==> src/rtl/vga_timing_pkg.sv <==
// VGA 640x480@60 timing constants and shared types for the stream sink.
// Holds raw porch/sync widths, the derived totals and sync positions, the
// default pixel/FIFO widths and the stream-alignment state type.
package vga_timing_pkg;

    localparam int unsigned DW       = 24;
    localparam int unsigned FIFO_AW  = 4;

    localparam int unsigned H_ACTIVE = 640;
    localparam int unsigned H_FRONT  = 16;
    localparam int unsigned H_SYNC   = 96;
    localparam int unsigned H_BACK   = 48;
    localparam int unsigned V_ACTIVE = 480;
    localparam int unsigned V_FRONT  = 10;
    localparam int unsigned V_SYNC   = 2;
    localparam int unsigned V_BACK   = 33;

    localparam int unsigned H_TOTAL  = H_ACTIVE + H_FRONT + H_SYNC + H_BACK;  // 800
    localparam int unsigned V_TOTAL  = V_ACTIVE + V_FRONT + V_SYNC + V_BACK;  // 525
    localparam int unsigned HS_START = H_ACTIVE + H_FRONT;                    // 656
    localparam int unsigned HS_END   = HS_START + H_SYNC - 1;                 // 751
    localparam int unsigned VS_START = V_ACTIVE + V_FRONT;                    // 490
    localparam int unsigned VS_END   = VS_START + V_SYNC - 1;                 // 491

    typedef enum logic [1:0] {
        StSeek,
        StWaitFrame,
        StRun
    } state_e;

endpackage

==> src/rtl/vga_stream_sink_if.sv <==
// Avalon-ST video stream bundle.
//   master: drives data/startofpacket/endofpacket/empty/valid, samples ready.
//   slave : samples the payload and valid, drives ready.
interface vga_stream_sink_if #(
    parameter int unsigned Dw = vga_timing_pkg::DW
);
    logic [Dw-1:0] data;
    logic          startofpacket;
    logic          endofpacket;
    logic          empty;
    logic          valid;
    logic          ready;

    modport master (
        output data, startofpacket, endofpacket, empty, valid,
        input  ready
    );

    modport slave (
        input  data, startofpacket, endofpacket, empty, valid,
        output ready
    );
endinterface

==> src/rtl/stream_fifo.sv <==
// Synchronous show-ahead FIFO, depth 2**Aw.
//   clk, reset  : clock, synchronous active-low reset (empties the FIFO)
//   wr_en       : push wr_data (ignored when full)
//   rd_en       : pop head (ignored when empty)
//   head        : current head word, valid whenever empty is low
//   full, empty : occupancy flags for the current cycle
//   wr_ready    : registered copy of !full for the next cycle, 0 in reset
module stream_fifo #(
    parameter int unsigned Width = 26,
    parameter int unsigned Aw    = 4
) (
    input  logic             clk,
    input  logic             reset,
    input  logic             wr_en,
    input  logic [Width-1:0] wr_data,
    input  logic             rd_en,
    output logic [Width-1:0] head,
    output logic             full,
    output logic             empty,
    output logic             wr_ready
);
    localparam int unsigned Depth = 2 ** Aw;

    logic [Width-1:0] mem_q [Depth];
    logic [Aw-1:0]    wr_ptr_q, rd_ptr_q;
    logic [Aw:0]      cnt_q, cnt_d;
    logic             wr_ready_q;
    logic             do_wr, do_rd;

    assign full     = (cnt_q == (Aw + 1)'(Depth));
    assign empty    = (cnt_q == '0);
    assign do_wr    = wr_en && !full;
    assign do_rd    = rd_en && !empty;
    assign head     = mem_q[rd_ptr_q];
    assign wr_ready = wr_ready_q;

    always_comb begin
        cnt_d = cnt_q;
        if (do_wr && !do_rd) begin
            cnt_d = cnt_q + 1'b1;
        end else if (!do_wr && do_rd) begin
            cnt_d = cnt_q - 1'b1;
        end
    end

    always_ff @(posedge clk) begin
        if (!reset) begin
            wr_ptr_q   <= '0;
            rd_ptr_q   <= '0;
            cnt_q      <= '0;
            wr_ready_q <= 1'b0;
        end else begin
            if (do_wr) wr_ptr_q <= wr_ptr_q + 1'b1;
            if (do_rd) rd_ptr_q <= rd_ptr_q + 1'b1;
            cnt_q      <= cnt_d;
            // Ready is registered, so it must look at next-cycle occupancy.
            wr_ready_q <= (cnt_d != (Aw + 1)'(Depth));
        end
    end

    // Storage needs no reset: pointers define what is valid.
    always_ff @(posedge clk) begin
        if (do_wr) mem_q[wr_ptr_q] <= wr_data;
    end

endmodule

==> src/rtl/vga_stream_sink.sv <==
// Final VGA stage: buffers an Avalon-ST pixel stream, locks each packet's SOP
// to raster position (0,0) and drives the DAC pins.
//   clk, reset        : pixel clock, synchronous active-low reset
//   in_st             : stream input (slave side, ready is registered)
//   vga_r/g/b         : colour, black outside the visible area or when unlocked
//   vga_hs, vga_vs    : active-low syncs
//   vga_blank_n       : high during the visible region
//   underflow         : one-cycle pulse, FIFO empty at a visible pixel while locked
//   sync_err          : one-cycle pulse, SOP present/absent at the wrong pixel
// All pin outputs are registered and reflect the raster position one cycle earlier.
module vga_stream_sink
    import vga_timing_pkg::*;
#(
    parameter int unsigned Dw      = DW,
    parameter int unsigned HActive = H_ACTIVE,
    parameter int unsigned HFront  = H_FRONT,
    parameter int unsigned HSync   = H_SYNC,
    parameter int unsigned HBack   = H_BACK,
    parameter int unsigned VActive = V_ACTIVE,
    parameter int unsigned VFront  = V_FRONT,
    parameter int unsigned VSync   = V_SYNC,
    parameter int unsigned VBack   = V_BACK,
    parameter int unsigned FifoAw  = FIFO_AW
) (
    input  logic                clk,
    input  logic                reset,
    vga_stream_sink_if.slave    in_st,
    output logic [7:0]          vga_r,
    output logic [7:0]          vga_g,
    output logic [7:0]          vga_b,
    output logic                vga_hs,
    output logic                vga_vs,
    output logic                vga_blank_n,
    output logic                underflow,
    output logic                sync_err
);
    localparam int unsigned HTotal = HActive + HFront + HSync + HBack;
    localparam int unsigned VTotal = VActive + VFront + VSync + VBack;
    localparam int unsigned Hw     = $clog2(HTotal);
    localparam int unsigned Vw     = $clog2(VTotal);

    localparam logic [Hw-1:0] HLast    = Hw'(HTotal - 1);
    localparam logic [Vw-1:0] VLast    = Vw'(VTotal - 1);
    localparam logic [Hw-1:0] HActC    = Hw'(HActive);
    localparam logic [Vw-1:0] VActC    = Vw'(VActive);
    localparam logic [Hw-1:0] HsStartC = Hw'(HActive + HFront);
    localparam logic [Hw-1:0] HsEndC   = Hw'(HActive + HFront + HSync - 1);
    localparam logic [Vw-1:0] VsStartC = Vw'(VActive + VFront);
    localparam logic [Vw-1:0] VsEndC   = Vw'(VActive + VFront + VSync - 1);

    logic [Hw-1:0] h_cnt_q, h_cnt_d;
    logic [Vw-1:0] v_cnt_q, v_cnt_d;
    logic          h_last, frame_last, visible, at_origin;

    state_e        state_q, state_d;
    logic          pop;
    logic [Dw-1:0] rgb_q, rgb_d;
    logic          hs_q, vs_q, blank_n_q, underflow_q, underflow_d, sync_err_q, sync_err_d;

    // FIFO word layout: {sop, eop, data}
    logic [Dw+1:0] fifo_head;
    logic          fifo_full, fifo_empty, fifo_wr_ready;
    logic          head_sop;
    logic [Dw-1:0] head_data;
    logic          unused_bits;

    stream_fifo #(
        .Width (Dw + 2),
        .Aw    (FifoAw)
    ) u_fifo (
        .clk      (clk),
        .reset    (reset),
        .wr_en    (in_st.valid && fifo_wr_ready),
        .wr_data  ({in_st.startofpacket, in_st.endofpacket, in_st.data}),
        .rd_en    (pop),
        .head     (fifo_head),
        .full     (fifo_full),
        .empty    (fifo_empty),
        .wr_ready (fifo_wr_ready)
    );

    assign in_st.ready = fifo_wr_ready;
    assign head_sop    = fifo_head[Dw+1];
    assign head_data   = fifo_head[Dw-1:0];
    // eop travels through the FIFO unchecked; empty is meaningless for video.
    assign unused_bits = ^{fifo_head[Dw], in_st.empty, fifo_full};

    // Free-running raster, independent of stream state.
    always_comb begin
        h_last     = (h_cnt_q == HLast);
        frame_last = h_last && (v_cnt_q == VLast);
        visible    = (h_cnt_q < HActC) && (v_cnt_q < VActC);
        at_origin  = (h_cnt_q == '0) && (v_cnt_q == '0);
        h_cnt_d    = h_last ? '0 : h_cnt_q + 1'b1;
        v_cnt_d    = v_cnt_q;
        if (h_last) v_cnt_d = (v_cnt_q == VLast) ? '0 : v_cnt_q + 1'b1;
    end

    always_comb begin
        state_d     = state_q;
        pop         = 1'b0;
        rgb_d       = '0;
        underflow_d = 1'b0;
        sync_err_d  = 1'b0;
        unique case (state_q)
            StSeek: begin
                // Drop everything up to the next SOP, but keep the SOP itself.
                if (!fifo_empty) begin
                    if (head_sop) state_d = StWaitFrame;
                    else          pop     = 1'b1;
                end
            end
            StWaitFrame: begin
                if (frame_last) state_d = StRun;
            end
            StRun: begin
                if (visible) begin
                    if (fifo_empty) begin
                        underflow_d = 1'b1;
                        state_d     = StSeek;
                    end else if (head_sop != at_origin) begin
                        sync_err_d = 1'b1;
                        state_d    = StSeek;
                    end else begin
                        pop   = 1'b1;
                        rgb_d = head_data;
                    end
                end
            end
            default: state_d = StSeek;
        endcase
    end

    always_ff @(posedge clk) begin
        if (!reset) begin
            h_cnt_q     <= '0;
            v_cnt_q     <= '0;
            state_q     <= StSeek;
            rgb_q       <= '0;
            hs_q        <= 1'b1;
            vs_q        <= 1'b1;
            blank_n_q   <= 1'b0;
            underflow_q <= 1'b0;
            sync_err_q  <= 1'b0;
        end else begin
            h_cnt_q     <= h_cnt_d;
            v_cnt_q     <= v_cnt_d;
            state_q     <= state_d;
            rgb_q       <= rgb_d;
            hs_q        <= !((h_cnt_q >= HsStartC) && (h_cnt_q <= HsEndC));
            vs_q        <= !((v_cnt_q >= VsStartC) && (v_cnt_q <= VsEndC));
            blank_n_q   <= visible;
            underflow_q <= underflow_d;
            sync_err_q  <= sync_err_d;
        end
    end

    assign vga_r       = rgb_q[Dw-1 -: 8];
    assign vga_g       = rgb_q[Dw-9 -: 8];
    assign vga_b       = rgb_q[7:0];
    assign vga_hs      = hs_q;
    assign vga_vs      = vs_q;
    assign vga_blank_n = blank_n_q;
    assign underflow   = underflow_q;
    assign sync_err    = sync_err_q;

endmodule

==> src/flat_wrapper.sv <==
// flat-port wrapper written by rule: the top's interface ports become plain ports
module vga_stream_sink_flat import vga_timing_pkg::*;
#(
    parameter int unsigned Dw      = DW,
    parameter int unsigned HActive = H_ACTIVE,
    parameter int unsigned HFront  = H_FRONT,
    parameter int unsigned HSync   = H_SYNC,
    parameter int unsigned HBack   = H_BACK,
    parameter int unsigned VActive = V_ACTIVE,
    parameter int unsigned VFront  = V_FRONT,
    parameter int unsigned VSync   = V_SYNC,
    parameter int unsigned VBack   = V_BACK,
    parameter int unsigned FifoAw  = FIFO_AW
)
  (clk, reset, vga_r, vga_g, vga_b, vga_hs, vga_vs, vga_blank_n, underflow, sync_err, in_st_data, in_st_startofpacket, in_st_endofpacket, in_st_empty, in_st_valid, in_st_ready);
  vga_stream_sink_if #(.Dw(Dw)) in_st_i ();
  input  logic clk;
  input  logic reset;
  output logic [7:0] vga_r;
  output logic [7:0] vga_g;
  output logic [7:0] vga_b;
  output logic vga_hs;
  output logic vga_vs;
  output logic vga_blank_n;
  output logic underflow;
  output logic sync_err;
  input wire logic [$bits(in_st_i.data)-1:0] in_st_data;
  input wire logic [$bits(in_st_i.startofpacket)-1:0] in_st_startofpacket;
  input wire logic [$bits(in_st_i.endofpacket)-1:0] in_st_endofpacket;
  input wire logic [$bits(in_st_i.empty)-1:0] in_st_empty;
  input wire logic [$bits(in_st_i.valid)-1:0] in_st_valid;
  output wire logic [$bits(in_st_i.ready)-1:0] in_st_ready;
  assign in_st_i.data = in_st_data;
  assign in_st_i.startofpacket = in_st_startofpacket;
  assign in_st_i.endofpacket = in_st_endofpacket;
  assign in_st_i.empty = in_st_empty;
  assign in_st_i.valid = in_st_valid;
  assign in_st_ready = in_st_i.ready;
  vga_stream_sink #(.Dw(Dw), .HActive(HActive), .HFront(HFront), .HSync(HSync), .HBack(HBack), .VActive(VActive), .VFront(VFront), .VSync(VSync), .VBack(VBack), .FifoAw(FifoAw)) u_core (.clk(clk), .reset(reset), .in_st(in_st_i), .vga_r(vga_r), .vga_g(vga_g), .vga_b(vga_b), .vga_hs(vga_hs), .vga_vs(vga_vs), .vga_blank_n(vga_blank_n), .underflow(underflow), .sync_err(sync_err));
endmodule
==> config.mk <==
export PLATFORM = sky130hd
export DESIGN_NAME = vga_stream_sink_flat
export DESIGN_NICKNAME = d
export VERILOG_FILES = /design/src/rtl/vga_timing_pkg.sv /design/src/rtl/vga_stream_sink_if.sv /design/src/rtl/stream_fifo.sv /design/src/rtl/vga_stream_sink.sv /design/src/flat_wrapper.sv
export SDC_FILE = /design/constraint.sdc
export NUM_CORES = 1
export LEC_CHECK = 0
export BUFFER_PORTS_ARGS = -buffer_cell sky130_fd_sc_hd__buf_2
export CAP_MARGIN = 10
export CORE_MARGIN = 1
export CORE_UTILIZATION = 50
export CTS_BUF_LIST = sky130_fd_sc_hd__clkbuf_4
export CTS_CLUSTER_SIZE = 30
export DETAILED_ROUTE_END_ITERATION = 16
export HOLD_SLACK_MARGIN = 0.02
export PLACE_DENSITY = 0.66
export SLEW_MARGIN = 20
export SYNTH_ARGS = -nofsm -noshare
export SYNTH_HDL_FRONTEND = slang
export SYNTH_SLANG_ARGS = --single-unit
==> constraint.sdc <==
create_clock -name clk -period 5.43 [get_ports clk]
set_clock_uncertainty 0.05 [all_clocks]
set_input_delay 0.2715 -clock clk [delete_from_list [all_inputs] [get_ports clk]]
set_output_delay 0.2715 -clock clk [all_outputs]
set_load 0.01 [all_outputs]
# Word-level counts from Yosys, hierarchy flattened
# Memory sizes are Yosys's and may differ from the RTL's. A register that Yosys moved wholly into a read port is not among the register bits.
# Index checks and enable logic that the tools add are counted.
[totals] ff_bits=65 ram_bits=416 in_bits=30 output_inout_bits=30 elab_cells=88 memories=1
[mem_list] name="u_core.u_fifo.mem_q" words=16 word_bits=26 read_ports=1 rd_ports_with_merged_regs=1 write_ports=1 line="stream_fifo.sv:24" rtl="logic [Width-1:0] mem_q [Depth];"
[classes] addsub=6 magnitude_cmp=6 eq_ne=12 mux=22 bitwise=3 n_reduce_logical=25
[op_table] op="$add 10x1->10 const B" n=2
[op_table] op="$eq 10x10->1 const B" n=2
[op_table] op="$logic_not 10->1" n=2
[op_table] op="$mux 2" n=6
[op_table] op="$ge 10x10->1 const B" n=1
[op_table] op="$ge 10x9->1 const B" n=1
[op_table] op="$le 10x10->1 const B" n=1
[op_table] op="$le 10x9->1 const B" n=1
[op_table] op="$logic_and 1x1->1" n=10
[op_table] op="$lt 10x10->1 const B" n=1
[op_table] op="$lt 10x9->1 const B" n=1
[op_table] op="$mux 10" n=1
[op_table] op="$mux 5" n=2
[op_table] op="$mux 1" n=9
[op_table] op="$add 4x1->4 const B" n=2
[op_table] op="$mux 4" n=2
[op_table] op="$logic_not 1->1" n=6
[op_table] op="$ne 2x1->1 const B" n=3
[op_table] op="$pmux 2 s3" n=1
[op_table] op="$add 5x1->5 const B" n=1
[op_table] op="$eq 5x5->1 const B" n=1
[op_table] op="$logic_not 5->1" n=1
[op_table] op="$ne 5x5->1 const B" n=1
[op_table] op="$reduce_and 5->1" n=1
[op_table] op="other kinds (13)" n=15

# Longest topological paths before layout
# Gate-level depths: netlist (run 1).
[logic_depth] ltp_word=12 mapped_depth=11 mapped_depth_nobuf=10

# Modules after synthesis
# From an unflattened synthesis (run 1), not the netlist that was laid out.
[hier_totals] hier_cells=892 hier_area_um2=18542.8
[by_module_without_submodules] mod="stream_fifo" n_inst=1 cells_each=687 area_each_um2=16559.6 seq_area_each_um2=12852.3
[by_module_without_submodules] mod="vga_stream_sink" n_inst=1 cells_each=205 area_each_um2=1983.2 seq_area_each_um2=1021.0

# Worst setup path after synthesis (run 1)
# OpenSTA, ideal clock, no wires.
[synth_path] path_kind="register -> register" from="register u_core.u_fifo.cnt_q[0]" to="memory u_core.u_fifo.mem_q[3][0] (enable)" setup_ns=0.438 arrival_time_ns=3.437 required_ns=4.942 path_slack_ns=1.505 stages_incl_launch_ff=7 period_less_slack_ns=3.925 cell_sequence="dfxtp_1 -> inv_1 -> ha_1 -> a31oi_1 -> clkbuf_1 -> nand2_1 -> nor3_1"
[synth_via] elab_chain_cells=5
[synth_lines] item="from (decl)" line="stream_fifo.sv:26" rtl="logic [Aw:0] cnt_q, cnt_d;"
[synth_lines] item="from (signal assigned)" line="stream_fifo.sv:55" rtl="cnt_q <= cnt_d;"
[synth_lines] item="$eq 5x5->1" line="stream_fifo.sv:30" rtl="assign full = (cnt_q == (Aw + 1)'(Depth));"
[synth_lines] item="$logic_not 1->1" line="stream_fifo.sv:32" rtl="assign do_wr = wr_en && !full;"
[synth_lines] item="$logic_and 1x1->1" line="stream_fifo.sv:32"
[synth_lines] item="$mux 1" line="stream_fifo.sv:63" rtl="if (do_wr) mem_q[wr_ptr_q] <= wr_data;"
[synth_lines] item="$mux 1 (implied by the code)" line="stream_fifo.sv:63"
[synth_lines] item="to (decl)" line="stream_fifo.sv:24"
# Every way passes these cells.

==> results of run 1 <==
## layout by cell type, fill, tap and decap left out, drive strengths merged, types with 5 or more instances in the layout
cell type    Yosys  layout
edfxtp         400     400
clkbuf          31     174
mux4           124     124
buf             10      80
dfxtp           69      69
nor2            43      43
clkinv           0      40
and3            26      26
dlygate4sd3      0      26
nand2           19      19
xor2            14      14
ha              13      13
xnor2           13      13
inv             10      13
and2            12      12
nor3            11      11
nand3            9       9
mux2i            8       8
nand4            7       7
a21oi            6       6
nor2b            5       5
## cell usage after synthesis, drive strengths merged
library cell,number,area [um^2]
xnor2,13,113.9
nor4b,2,17.52
nand2,19,71.32
nor4,1,6.260
and2b,1,7.510
mux4,124,2793
buf,10,47.55
and4,2,17.52
a21oi,6,30.03
nor3b,2,15.01
o2111ai,1,8.760
and2,12,75.07
or3,4,30.03
a21boi,1,7.510
and3,26,162.7
o21ai,4,23.77
maj3,2,20.02
edfxtp,400,12010
ha,13,162.7
nand4b,1,8.760
or4,3,26.27
o21a,1,7.510
nand4,7,43.79
nand3b,3,22.52
a22oi,2,15.01
o31ai,1,7.510
inv,10,37.54
clkbuf,31,116.4
nand2b,3,18.77
nor2,43,161.4
nand3,9,45.04
a31oi,2,12.51
nor3,11,66.32
nor2b,5,31.28
dfxtp,69,1381
xor2,14,122.6
o41a,1,11.26
mux2i,8,80.08
## where the power goes
part | leakage [nW] | internal, mW | switching [mW]
Clock | 0.890 | 1.47 | 1.35
Combinational | 1.85 | 0.542 | 0.488
Sequential | 4.16 | 3.99 | 0.0874
## kinds of logic (layout without fill, tap and decap cells)
kind of cell / Yosys count / after routing / synth area share
AO/OA/AOI/OAI: 19 / 19 / 0.006945
XOR/XNOR: 27 / 27 / 0.01326
adder cells (fa/ha/maj): 15 / 15 / 0.01024
buffers and inverters: 51 / 333 / 0.01129
flip-flops: 469 / 469 / 0.7508
multiplexers: 132 / 132 / 0.1611
other: 0 / 1 / 0
AND/OR/NAND/NOR: 154 / 154 / 0.04637
## sequential cells by signal (all words and copies together) (netlist names), named ones only
register                count
u_core.u_fifo.rd_ptr_q      4
u_core.u_fifo.cnt_q         5
u_core.sync_err             1
u_core.u_fifo.wr_ptr_q      4
u_core.state_q              2
u_core.u_fifo.wr_ready      1
u_core.h_cnt_q             10
u_core.u_fifo.mem_q       400
u_core.rgb_q               24
u_core.underflow            1
u_core.vga_hs               1
u_core.v_cnt_q             10
u_core.vga_vs               1
u_core.vga_blank_n          1
## per-layer routing
layer / vias up / GRT usage / wire, um
li1: 3990 / - / -
met1: 4598 / 0.2805 / 15480
met2: 236 / 0.3347 / 17950
met3: 59 / 0.04729 / 1780
met4: 0 / 0.07200 / 667
met5: - / 0 / 0
## worst min-delay path: stages
cell and delay (ns):
buf_2 0.09, nand2_1 0.06, a31oi_1 0.04, buf_4 0.19, xnor2_1 0.13, and2_1 0.11
## worst max path at each step
stage / from / endpoint / slack (ns)
after floorplan: u_core.u_fifo.cnt_q[0]$_SDFF_PN0_ / u_core.u_fifo.mem_q[3][0]$_DFFE_PP_ / 1.50
after global placement: flip-flop / u_core.u_fifo.wr_ready$_SDFF_PN0_ / 1.88
after detailed placement: flip-flop / u_core.u_fifo.wr_ready$_SDFF_PN0_ / 1.88
after CTS: flip-flop / u_core.u_fifo.wr_ready$_SDFF_PN0_ / 1.86
after global routing: flip-flop / u_core.u_fifo.wr_ready$_SDFF_PN0_ / 1.68
final: flip-flop / u_core.u_fifo.wr_ready$_SDFF_PN0_ / 1.92
## area by class of cell
type / count / area share
clock inverters: 43 / 0.008335
multi-input cells: 347 / 0.2109
repair buffers: 106 / 0.04131
well taps: 455 / 0.02748
clock buffers: 174 / 0.06306
diodes: 1 / 0.0001208
flip-flops and latches: 469 / 0.6470
inverters: 10 / 0.001812
## repair_timing
item                       4_1_cts  5_1_grt
resized for setup                0        0
hold buffers                    26        0
hold endpoints to repair       428        0
setup endpoints to repair        0        0
## metrics by stage
| step | area, um^2 | setup WS [ns] | std cells |
|---|---|---|---|
| after global routing | 20710 | 1.675 | 1605 |
| after floorplan | 17840 | 1.505 | 867 |
| after detailed placement | 18860 | 1.880 | 1357 |
| final | 20710 | 1.920 | 1605 |
| after global placement | 18780 | 1.880 | 1353 |
| after CTS | 20600 | 1.864 | 1600 |
==> summary.md, run 1 <==
| Metric | Value |
|---|---|
| Outcome | completed |
| CTS buffer count | 116 |
| Critical path, cell by cell | mux4_2 -> mux2i_1 -> mux2i_1 -> and4_1 -> o21ai_2 -> mux2i_1 -> xor2_1 -> o41a_1 |
| Global-route wire length before repair | 54820 um |
| VDD IR max | 0.1492 mV |
| DPL Wire Length | 18810 um |
| CTS sink cnt | 469 |
| Worst-Margin Slew | 1.086 ns |
| Leak Pwr | 6.900 nW |
| Count of final max-slew check failures | 0 |
| DRC viols | 0 |
| RSZ-0062 raised after global routing | false |
| CP most frequent cell | mux2i_1 |
| Starting DRT DRC Count | 619 |
| CTS Root Cell | clkbuf_4 |
| Final hold slack | 0.1208 ns |
| Total Power | 7.928 mW |
| Initial core utilization | 0.5126 |
| GRT overflow | 0 |
| CP Class | reg -> reg |
| Maximum clock path buffer count | 3 |
| Nets | 1093 |
| CTS tree | yes |
| Endpoints failing setup | 0 |
| Part of the cycle the worst path needs | 0.6465 |
| Cell Pwr Density | 382.7 mW/mm^2 |
| RD Place Congestion | 0.7623 |
| IO buf count | 57 |
| Max transition margin | 0.2741 |
| Final ANT Viol Nets | 0 |
| Avg Inst Size Synth | 20.57 um^2 |
| Post-synth cell types | 44 |
| Hold worst-path end | u_core.u_fifo.wr_ptr_q[0]$_SDFFE_PN0P_ |
| Worst min-delay path startpoint | in_st_valid |
| Pre-antenna DRT Iters | 5 |
| Mapped cell area | 0.01784 mm^2 |
| Cell count after synthesis | 867 |
| Core region area | 0.03480 mm^2 |
| YS warnings | 0 |
| Final hold vios | 0 |
| Worst path depth | 8 |
| Hold Path Cell Cnt | 6 |
| Number of global-route vias before repair | 9313 |
| Register area | 0.01340 mm^2 |
| Row count | 68 |
| Syn_nets | 910 |
| Later-pin clock latency in the skew report | 0.76 ns |
| Via count | 8883 |
| Routed vias/inst | 5.535 |
| Fmax | 284.9 MHz |
| Critical path buffers and inverters | 0 |
| Area of the multi-input gates | 0.004368 mm^2 |
| Slowest Stage Delay on Critical Path | 0.76 ns |
| Worst path required time | 6.03 ns |
| Slowest-stage cell, CP | dfxtp_4 |
| Final wirelength | 35870 um |
| Largest net degree at the start of global routing | 44 |
| All-Layer GR Usage | 0.2080 |
| Die X | 190.9 um |
| P&R area growth vs syn | 16.13% |
| Post-layout util | 0.5953 |
| Initial antenna violation count | 1 |
| CP arrival | 4.11 ns |
| RR Endpoint | u_core.u_fifo.wr_ready$_SDFF_PN0_ |
| Post-synthesis register bit count | 469 |
| Startpoint types | flip-flop |
| Final setup TNS | 0 ns |
| WL/cell | 22.35 um |
| Fill count | 2588 |
| I/O pin count | 60 |
| Max-cap viol count | 0 |
| Die Ht | 190.9 um |
| Seq/Total Area, Yosys | 0.7508 |
| Post CTS Setup Buffer Count | 0 |
| Max H-tree Level | 3 |
| CP Max Fanout | 31 |
| R2r setup slk | 1.92 ns |
| Reg2reg path depth | 8 |
| CP top delay family | multiplexers |
| Hold Path Class | in -> reg |
| Layout cell share with drive strength beyond 1 | 0.3594 |
| Crit path time final | 3.510 ns |
| CP Capture Type | flip-flop |
| Clk slew on worst S/H paths | 0.07 ns |
| Total die area | 0.03643 mm^2 |
Note: power is estimated with default switching activity, not from simulation.
==> run 2, diff against run 1 <==
==> constraint.sdc (replaced) <==
create_clock -name clk -period 3.4 [get_ports clk]
set_clock_uncertainty 0.05 [all_clocks]
set_input_delay 0.17 -clock clk [delete_from_list [all_inputs] [get_ports clk]]
set_output_delay 0.17 -clock clk [all_outputs]
set_load 0.01 [all_outputs]
==> run 2 against run 1 <==
  * Clock-buffer cell count grew 4
  * Sequential power is 59% higher
  * Die area unchanged
==> summary.md, run 2 (synthesis gave the netlist of run 1 again) <==
| Metric | Value |
|---|---|
| Pre-antenna DRT Iters | 5 |
| Fmax | 335.7 MHz |
| Via count | 8892 |
| Core region area | 0.03480 mm^2 |
| Later-pin clock latency in the skew report | 0.80 ns |
| RD Place Congestion | 0.7499 |
| Maximum clock path buffer count | 3 |
| Total Power | 12.92 mW |
| CP Class | reg -> reg |
| Final ANT Viol Nets | 0 |
| Slowest-stage cell, CP | a31oi_1 |
| I/O pin count | 60 |
| Critical path, cell by cell | inv_1 -> ha_1 -> a31oi_1 -> nand2_1 -> nor2_4 -> buf_12 |
| Endpoints failing setup | 0 |
| Die X | 190.9 um |
| Layout cell share with drive strength beyond 1 | 0.3626 |
| P&R area growth vs syn | 17.11% |
| Most frequent cells in the layout | 400 x edfxtp_1, 178 x clkbuf_4, 124 x mux4_2 |
| Total die area | 0.03643 mm^2 |
| Clk slew on worst S/H paths | 0.07 ns |
| Startpoint types | flip-flop |
| IO buf count | 57 |
| DP Area | 0.01905 mm^2 |
| WL/cell | 22.34 um |
| VDD IR max | 0.2769 mV |
| All-Layer GR Usage | 0.2085 |
| CTS buffer count | 116 |
| Worst-Margin Slew | 0.7849 ns |
| Part of the cycle the worst path needs | 0.8762 |
| Leak Pwr | 6.945 nW |
| Max reg flops | 400 |
| CTS sink cnt | 469 |
| Crit path time final | 2.979 ns |
| Hold Path Class | in -> reg |
| Max transition margin | 0.4767 |
| Count of final max-slew check failures | 0 |
| RSZ-0062 raised after global routing | false |
| Final setup TNS | 0 ns |
| DPL Wire Length | 19240 um |
| Initial core utilization | 0.5126 |
| Final Instance Area | 0.02089 mm^2 |
| Largest net degree at the start of global routing | 54 |
| CP Max Fanout | 14 |
| Worst path required time | 3.82 ns |
| CP Capture Type | flip-flop |
| CP arrival | 3.40 ns |
| Die Ht | 190.9 um |
| Slowest Stage Delay on Critical Path | 0.63 ns |
| R2r setup slk | 0.42 ns |
| Initial antenna violation count | 3 |
| Global-route wire length before repair | 54910 um |
| CTS Root Cell | clkbuf_4 |
| Final wirelength | 36170 um |
| Starting DRT DRC Count | 574 |
| GRT overflow | 0 |
| Post-layout util | 0.6003 |
| Cell Pwr Density | 618.7 mW/mm^2 |
| Top Registers | u_core.u_fifo.mem_q: 400 flops, u_core.rgb_q: 24 flops |
| Fill count | 2580 |
| Number of global-route vias before repair | 9290 |
| Max-cap viol count | 0 |
| Outcome | completed |
| Commonest non-fill, non-tap cell in the layout | edfxtp_1 |
| Most flop-heavy register | u_core.u_fifo.mem_q |
| Post-CTS Resized | 0 |
| Nets | 1102 |
| Row count | 68 |
| Final hold vios | 0 |
| CTS tree | yes |
| Max H-tree Level | 3 |
| DRC viols | 0 |
| Routed vias/inst | 5.492 |
run 2: changes by cell type in the layout (fill, tap and decap cells not counted), moves of 4 or more:
cell      delta
buf_12       +8
buf_16       -5
buf_4        +5
clkbuf_4     +4
clkinv_2     -4
nor3_2       -4
nor3_4       +4
run 2: where the power goes:
group          total [mW]  leakage [nW]  switching, mW  internal (mW)
Combinational        1.73          1.86          0.833          0.895
Clock                4.73         0.918           2.19           2.54
Sequential           6.47          4.16         0.0937           6.37
Total                12.9          6.94           3.12           9.81
run 2: worst max-delay path, delay by kind of cell, from the launching register on:
family                   cells  cell delay [ns]
adder cells (fa/ha/maj)      1             0.23
AND/OR/NAND/NOR              2             0.97
buffers and inverters        2             0.36
flip-flops                   1             0.43
AO/OA/AOI/OAI                1             0.63
run 2: what timing repair did:
item                      in CTS  in global routing
hold endpoints to repair     443                  0
buffers inserted               0                  0
hold buffers                  27                  0
run 2: path summary, 6_finish.rpt:
| kind | start | cells after the start | end |
|---|---|---|---|
| max | u_core.u_fifo.cnt_q[0]$_SDFF_PN0_ | 6 | u_core.u_fifo.mem_q[15][25]$_DFFE_PP_ |
| min | in_st_data[14] | 2 | u_core.u_fifo.mem_q[10][14]$_DFFE_PP_ |
| max reg2reg | u_core.u_fifo.cnt_q[0]$_SDFF_PN0_ | 6 | u_core.u_fifo.mem_q[15][25]$_DFFE_PP_ |
| min reg2reg | u_core.h_cnt_q[0]$_SDFF_PP0_ | 1 | u_core.h_cnt_q[0]$_SDFF_PP0_ |
run 2: area by class of cell:
cell class / count / area [um^2] / area share
Inverter: 10 / 37.54 / 0.001797
Tap cell: 455 / 569.3 / 0.02725
Clock buffer: 178 / 1336 / 0.06397
Multi-Input combinational cell: 347 / 4388 / 0.2101
Sequential cell: 469 / 13400 / 0.6416
Antenna cell: 3 / 7.507 / 0.0003594
Clock inverter: 42 / 221.5 / 0.01060
Timing Repair Buffer: 115 / 925.9 / 0.04432
run 2: layer usage:
metal  vias to the layer above  global-route usage  routed length (um)
li1                       4003                   -                   -
met1                      4626              0.2745               15640
met2                       220              0.3432               18410
met3                        43             0.04803                1593
met4                         0             0.07015                 524
met5                         -                   0                   0
run 2: metrics by stage:
step / std cells / setup slack (ns) / hold slack [ns]
detailed placement: 1369 / 0.4177 / 0.4082
global route: 1619 / 0.2334 / 0.1699
finish: 1619 / 0.4208 / 0.2381
floorplan: 867 / 0.1413 / 0.2189
global placement: 1369 / 0.4121 / 0.3940
CTS: 1616 / 0.3822 / 0.1479
